<file path="config.mk">
export PLATFORM = sky130hd
export DESIGN_NAME = wasca_audio_i2s_tx_flat
export DESIGN_NICKNAME = d
export VERILOG_FILES = /design/src/rtl/wasca_audio_i2s_tx_if.sv /design/src/rtl/wasca_audio_i2s_tx.sv /design/src/flat_wrapper.sv
export SDC_FILE = /design/constraint.sdc
export NUM_CORES = 1
export LEC_CHECK = 0
export BUFFER_PORTS_ARGS = -buffer_cell sky130_fd_sc_hd__buf_2
export CORE_UTILIZATION = 55
export DETAILED_ROUTE_END_ITERATION = 8
export GPL_ROUTABILITY_DRIVEN = 0
export PLACE_DENSITY = 0.77
export SKIP_LAST_GASP = 1
export SYNTH_ARGS = -nofsm -noshare
export SYNTH_HDL_FRONTEND = slang
export SYNTH_SLANG_ARGS = --single-unit
</file>
<file path="constraint.sdc">
create_clock -name clk -period 4.81 [get_ports clk]
set_input_delay 0.481 -clock clk [delete_from_list [all_inputs] [get_ports clk]]
set_output_delay 0.481 -clock clk [all_outputs]
set_load 0.01 [all_outputs]
</file>
<file path="src/rtl/wasca_audio_i2s_tx_if.sv">
// Avalon-MM style write port for the I2S transmitter sample FIFO.
// The master drives stereo frames and the write strobe; the slave
// answers with waitrequest while its FIFO is full.
interface wasca_audio_i2s_tx_if #(
  parameter int SAMPLE_WIDTH = 16
);
  logic [2*SAMPLE_WIDTH-1:0] s_writedata;
  logic                      s_write;
  logic                      s_waitrequest;

  modport master (
    output s_writedata,
    output s_write,
    input  s_waitrequest
  );

  modport slave (
    input  s_writedata,
    input  s_write,
    output s_waitrequest
  );
endinterface

</file>
<file path="src/rtl/wasca_audio_i2s_tx.sv">
// Slave-mode I2S transmitter for the cartridge audio DAC.
// Stereo frames are written into a FIFO from the system interconnect and
// shifted out on DACDAT, timed by the codec's BCLK/LRCK which are
// oversampled in the system clock domain.
// Optional build macro WASCA_I2S_HOLD_LAST_EN: when defined, an underrun
// retransmits the last frame popped from the FIFO instead of silence.
module wasca_audio_i2s_tx #(
  parameter int FIFO_DEPTH   = 16,
  parameter int SAMPLE_WIDTH = 16
) (
  input  logic                        clk,
  input  logic                        reset_n,
  wasca_audio_i2s_tx_if.slave         s_bus,
  output logic [$clog2(FIFO_DEPTH):0] fifo_level,
  output logic                        underrun,
  input  logic                        bclk,
  input  logic                        daclrck,
  output logic                        dacdat
);

  localparam int AW = $clog2(FIFO_DEPTH);
  localparam int LW = AW + 1;
  localparam int FW = 2 * SAMPLE_WIDTH;
  localparam int CW = $clog2(SAMPLE_WIDTH + 2);

  localparam logic [CW-1:0] CNT_LAST   = CW'(SAMPLE_WIDTH);
  localparam logic [CW-1:0] CNT_SAT    = CW'(SAMPLE_WIDTH + 1);
  localparam logic [LW-1:0] LEVEL_FULL = LW'(FIFO_DEPTH);

  typedef enum logic [1:0] {
    SYNC,
    LEFT,
    RIGHT
  } state_t;

  // Codec clock synchronizers and edge detect
  logic bclk_meta, bclk_sync, bclk_d;
  logic lrck_meta, lrck_sync, lrck_prev;
  logic bfall, lrck_fall, lrck_rise;

  // FIFO storage and bookkeeping
  logic [FW-1:0] mem [FIFO_DEPTH];
  logic [FW-1:0] rd_data;
  logic [AW-1:0] wr_ptr, rd_ptr;
  logic [LW-1:0] level_next;
  logic          wr_en, pop_en, fifo_empty;

  // Serializer
  state_t                  state;
  logic [CW-1:0]           bit_cnt;
  logic [SAMPLE_WIDTH-1:0] shift_reg;
  logic [SAMPLE_WIDTH-1:0] hold_reg;
  logic                    load_pending;
  logic [FW-1:0]           fallback;

`ifdef WASCA_I2S_HOLD_LAST_EN
  logic [FW-1:0] last_frame;
  assign fallback = last_frame;
`else
  assign fallback = '0;
`endif

  assign bfall     = bclk_d & ~bclk_sync;
  assign lrck_fall = bfall & lrck_prev & ~lrck_sync;
  assign lrck_rise = bfall & ~lrck_prev & lrck_sync;

  assign fifo_empty = (fifo_level == '0);
  assign wr_en      = s_bus.s_write & ~s_bus.s_waitrequest;
  assign pop_en     = lrck_fall & ~fifo_empty;
  assign level_next = fifo_level + LW'(wr_en) - LW'(pop_en);

  // Bring BCLK/LRCK into the clk domain; LRCK is only sampled on BCLK falls
  always_ff @(posedge clk or negedge reset_n) begin
    if (!reset_n) begin
      bclk_meta <= 1'b0;
      bclk_sync <= 1'b0;
      bclk_d    <= 1'b0;
      lrck_meta <= 1'b0;
      lrck_sync <= 1'b0;
      lrck_prev <= 1'b0;
    end else begin
      bclk_meta <= bclk;
      bclk_sync <= bclk_meta;
      bclk_d    <= bclk_sync;
      lrck_meta <= daclrck;
      lrck_sync <= lrck_meta;
      if (bfall) begin
        lrck_prev <= lrck_sync;
      end
    end
  end

  // Frame storage with a registered read of the head entry (RAM friendly)
  always_ff @(posedge clk) begin
    if (wr_en) begin
      mem[wr_ptr] <= s_bus.s_writedata;
    end
    rd_data <= mem[rd_ptr];
  end

  // FIFO pointers, level and the registered full indication
  always_ff @(posedge clk or negedge reset_n) begin
    if (!reset_n) begin
      wr_ptr              <= '0;
      rd_ptr              <= '0;
      fifo_level          <= '0;
      s_bus.s_waitrequest <= 1'b0;
    end else begin
      if (wr_en) begin
        wr_ptr <= wr_ptr + 1'b1;
      end
      if (pop_en) begin
        rd_ptr <= rd_ptr + 1'b1;
      end
      fifo_level          <= level_next;
      s_bus.s_waitrequest <= (level_next == LEVEL_FULL);
    end
  end

  // Slot FSM and serializer; the LRCK fall that leaves SYNC starts the first frame
  always_ff @(posedge clk or negedge reset_n) begin
    if (!reset_n) begin
      state        <= SYNC;
      bit_cnt      <= '0;
      shift_reg    <= '0;
      hold_reg     <= '0;
      load_pending <= 1'b0;
      underrun     <= 1'b0;
      dacdat       <= 1'b0;
`ifdef WASCA_I2S_HOLD_LAST_EN
      last_frame   <= '0;
`endif
    end else begin
      underrun     <= 1'b0;
      load_pending <= 1'b0;
      if (lrck_fall) begin
        state        <= LEFT;
        bit_cnt      <= '0;
        dacdat       <= 1'b0;
        load_pending <= 1'b1;
        underrun     <= fifo_empty;
      end else if (bfall && state != SYNC) begin
        if (lrck_rise) begin
          state     <= RIGHT;
          shift_reg <= hold_reg;
          bit_cnt   <= '0;
          dacdat    <= 1'b0;
        end else begin
          if (bit_cnt != CNT_SAT) begin
            bit_cnt <= bit_cnt + 1'b1;
          end
          if (bit_cnt < CNT_LAST) begin
            dacdat    <= shift_reg[SAMPLE_WIDTH-1];
            shift_reg <= shift_reg << 1;
          end else begin
            dacdat <= 1'b0;
          end
        end
      end
      if (load_pending) begin
        if (underrun) begin
          shift_reg <= fallback[FW-1:SAMPLE_WIDTH];
          hold_reg  <= fallback[SAMPLE_WIDTH-1:0];
        end else begin
          shift_reg <= rd_data[FW-1:SAMPLE_WIDTH];
          hold_reg  <= rd_data[SAMPLE_WIDTH-1:0];
`ifdef WASCA_I2S_HOLD_LAST_EN
          last_frame <= rd_data;
`endif
        end
      end
    end
  end

endmodule

</file>
<file path="src/flat_wrapper.sv">
// flat-port wrapper written by rule: the top's interface ports become plain ports
module wasca_audio_i2s_tx_flat 
#(
  parameter int FIFO_DEPTH   = 16,
  parameter int SAMPLE_WIDTH = 16
)
  (clk, reset_n, fifo_level, underrun, bclk, daclrck, dacdat, s_bus_s_writedata, s_bus_s_write, s_bus_s_waitrequest);
  wasca_audio_i2s_tx_if #(.SAMPLE_WIDTH(SAMPLE_WIDTH)) s_bus_i ();
  input  logic clk;
  input  logic reset_n;
  output logic [$clog2(FIFO_DEPTH):0] fifo_level;
  output logic underrun;
  input  logic bclk;
  input  logic daclrck;
  output logic dacdat;
  input wire logic [$bits(s_bus_i.s_writedata)-1:0] s_bus_s_writedata;
  input wire logic [$bits(s_bus_i.s_write)-1:0] s_bus_s_write;
  output wire logic [$bits(s_bus_i.s_waitrequest)-1:0] s_bus_s_waitrequest;
  assign s_bus_i.s_writedata = s_bus_s_writedata;
  assign s_bus_i.s_write = s_bus_s_write;
  assign s_bus_s_waitrequest = s_bus_i.s_waitrequest;
  wasca_audio_i2s_tx #(.FIFO_DEPTH(FIFO_DEPTH), .SAMPLE_WIDTH(SAMPLE_WIDTH)) u_core (.clk(clk), .reset_n(reset_n), .s_bus(s_bus_i), .fifo_level(fifo_level), .underrun(underrun), .bclk(bclk), .daclrck(daclrck), .dacdat(dacdat));
endmodule
</file>
==> reports/metrics.json <==
{
  "outcome": "completed",
  "endpoint_kind": "flop",
  "fin_setup_tns_ns": 0,
  "layout_overhead_on_the_synthesized_area_pct": 12.8,
  "row_count": 74,
  "ys_top_cells_by_area": "sky130_fd_sc_hd__edfxtp_1 (67%), sky130_fd_sc_hd__mux4_2 (13%), sky130_fd_sc_hd__dfrtp_1 (6.8%), sky130_fd_sc_hd__dfxtp_1 (2.8%), sky130_fd_sc_hd__a22oi_1 (2.1%)",
  "fin_clk_skew_ns": 0.0324,
  "yosysWarningCount": 0,
  "synthesis.instances": 1141,
  "number_of_clock_sinks": 606,
  "worstPathCellList": "nor2b_1, nand2_1, nor2_4, buf_4",
  "yosysTopAreaCellShare_pct": 67.0,
  "syn_avg_cell_area_sq_um": 20.1,
  "die_h_um": 206,
  "die_area_sq_mm": 0.0426,
  "route.detailed.wl_per_inst_um": 27.5,
  "ios": 45,
  "holdCritPathClass": "input port to async pin",
  "fin_crit_ns": 2.93,
  "r2r_cells": 4,
  "synthMostInstantiatedCell": "sky130_fd_sc_hd__edfxtp_1",
  "maxCapViolations": 0,
  "post-route-period-util_pct": 60.9,
  "clk_pin_slew_ns": 0.06,
  "clock_tree.root_cell": "sky130_fd_sc_hd__clkbuf_16",
  "die_w_um": 206,
  "cpMaxStageDelayCell": "sky130_fd_sc_hd__nor2_4",
  "worst_slew_margin_rel_pct": 27.5,
  "synth_edf_count": 512,
  "nets": 1266,
  "cts.repair_timing.setup_buffer_count": 0,
  "cts-htree-levels": 2,
  "largest_register_ff_count": 512,
  "setup_viol": 0,
  "drt-initial-drc-count": 1039,
  "reg2reg_setup_slack_ns": 1.88,
  "maximum_clock_frequency_ghz": 0.341,
  "netlist.top_cell.by_area": "sky130_fd_sc_hd__edfxtp_1",
  "netlist_area_sq_mm": 0.0230,
  "grt_max_degree": 72,
  "grt_pass1_wl_um": 73700,
  "peakVddDrop_mv": 0.347,
  "synth.net_count": 1192,
  "reg2reg_from": "u_core.s_bus.s_waitrequest",
  "antenna_left": 0,
  "port-buffer-count": 44,
  "yosysSeqAreaShare_pct": 76.5,
  "dp.final_hpwl_um": 26700,
  "final_area_sq_mm": 0.0259,
  "setup_repair_after_global_routing_missed_its_margin": "no",
  "drt_first_pass_iters": 5,
  "initial_antenna_violation_count": 4,
  "timing_worst_setup_path_type": "flop to flop",
  "grt_use_total_pct": 24.3,
  "crit_path_start_kind": "flop",
  "number_of_global_route_vias_before_repair": 11500,
  "dpl_cell_area_sq_mm": 0.0240,
  "async_reset_ff_share_pct": 10.2,
  "power.static_leakage_nw": 8.67,
  "pwr_density_cell_mw_per_mm2": 576,
  "critical_path_required_ns": 5.11,
  "largest-register": "u_core.mem",
  "worst_r2r_endpoint": "u_core.mem[12][3]",
  "detail_route.wirelength_um": 49500,
  "drv_slew": 0,
  "yosys_most_used_dff": "sky130_fd_sc_hd__edfxtp_1",
  "synth_cell_type_count": 50,
  "grt-ovfl-total": 0,
  "drive_gt1_share_pct": 26.6,
  "ys_ff_latch": 606,
  "timing_hold_violations_final": 0,
  "worstPathArrival_ns": 3.22,
  "detailroute.via_count": 11300,
  "cts_tree": "yes",
  "design.core.area_sq_mm": 0.0410,
  "cts_made_buffers": 57,
  "clock_latency_ns": 0.63,
  "floorplan.initialDensity_pct": 56.0,
  "top_regs": "u_core.mem (512), u_core.rd_data (32)",
  "post_synth_most_frequent_cells": "sky130_fd_sc_hd__edfxtp_1 (512), sky130_fd_sc_hd__mux4_2 (128), sky130_fd_sc_hd__nand2_1 (68), sky130_fd_sc_hd__a22oi_1 (64), sky130_fd_sc_hd__dfrtp_1 (62)",
  "timing.critical_path.slowest_cell_delay_ns": 0.81,
  "cp_max_fo": 19,
  "ctsLongestPathBuffers": 3,
  "post-route-drc-count": 0,
  "routed_via_density": 6.29,
  "worst-slew-pin-transition_ns": 1.09
}
-- metrics by stage --
| stage | setup WS [ns] | total power [mW] | std cells | hold WS (ns) | util (%) |
|---|---|---|---|---|---|
| 2_1_floorplan | 1.10 | 9.31 | 1141 | 0.185 | - |
| 3_3_place_gp | 1.69 | 10.4 | 1686 | 0.345 | 58.4 |
| 3_5_place_dp | 1.64 | 10.4 | 1686 | 0.338 | 58.4 |
| 4_1_cts | 1.86 | 15.0 | 1796 | 0.0355 | 63.1 |
| 5_1_grt | 1.69 | 15.5 | 1797 | 0.106 | 63.1 |
| 6_report | 1.88 | 14.9 | 1798 | 0.0426 | 63.1 |
-- power by group --
part	internal, mW	switching (mW)	leakage [nW]
sequential	6.54	0.610	5.64
clock	2.60	1.96	0.948
combinational	1.52	1.69	2.08
-- layout by cell type (no fill, tap or decap), types with 26 or more instances in the layout --
cell,instances
sky130_fd_sc_hd__edfxtp_1,512
sky130_fd_sc_hd__mux4_2,128
sky130_fd_sc_hd__nand2_1,68
sky130_fd_sc_hd__a22oi_1,64
sky130_fd_sc_hd__dfrtp_1,59
sky130_fd_sc_hd__clkbuf_16,57
sky130_fd_sc_hd__buf_2,44
sky130_fd_sc_hd__dfxtp_1,32
sky130_fd_sc_hd__buf_4,29
sky130_fd_sc_hd__inv_1,27
sky130_fd_sc_hd__o21ai_0,26
-- what timing repair did --
item                      in CTS  in global routing
gates resized for setup        0                  0
hold buffers                   2                  0
hold endpoints to repair       2                  0
-- worst max-delay path: cells and delay by family (launching register included) --
kind,cells,cell delay [ns]
buf+inv,1,0.41
flops,1,0.38
simple gates,3,1.83
-- routing by layer --
| metal | global-route usage, % | vias up | routed length (um) |
|---|---|---|---|
| li1 | - | 4735 | - |
| met1 | 34.2 | 5913 | 19400 |
| met2 | 38.3 | 552 | 24200 |
| met3 | 5.94 | 104 | 4730 |
| met4 | 7.04 | 4 | 1230 |
| met5 | 0 | - | 26 |
-- kinds of logic (layout without fill, tap and decap cells) --
family,Yosys count,after routing,share of synthesized area (%)
compound gates,117,117,3.87
xor+xnor,11,11,0.420
fa+ha+maj,14,14,0.796
buf+inv,89,212,1.71
flops,606,606,76.5
mux,145,145,13.3
other cells,0,2,0
simple gates,159,159,3.40
-- layout make-up --
| type | instances | area, sq um |
|---|---|---|
| antenna | 2 | 5.00 |
| tap | 532 | 666 |
| multi-input combinational | 446 | 5140 |
| clock inverter | 39 | 384 |
| timing repair buffer | 77 | 498 |
| clock buffer | 69 | 1530 |
| sequential | 606 | 17600 |
| inverter | 27 | 101 |
| fill | 2660 | 15100 |
-- worst max path at each step --
stage	slack, ns	cells past startpoint	end	from
2_1_floorplan	1.10	4	u_core.mem[3][0]	s_bus_s_write
6_report	1.88	4	u_core.mem[12][3]	u_core.s_bus.s_waitrequest
5_1_grt	1.69	12	u_core.s_bus.s_waitrequest	u_core.fifo_level[2]
3_5_place_dp	1.64	5	u_core.mem[12][11]	s_bus_s_write
3_3_place_gp	1.69	5	u_core.mem[12][10]	s_bus_s_write
4_1_cts	1.86	4	u_core.mem[12][3]	u_core.s_bus.s_waitrequest
(Power assumes the default switching activity.)
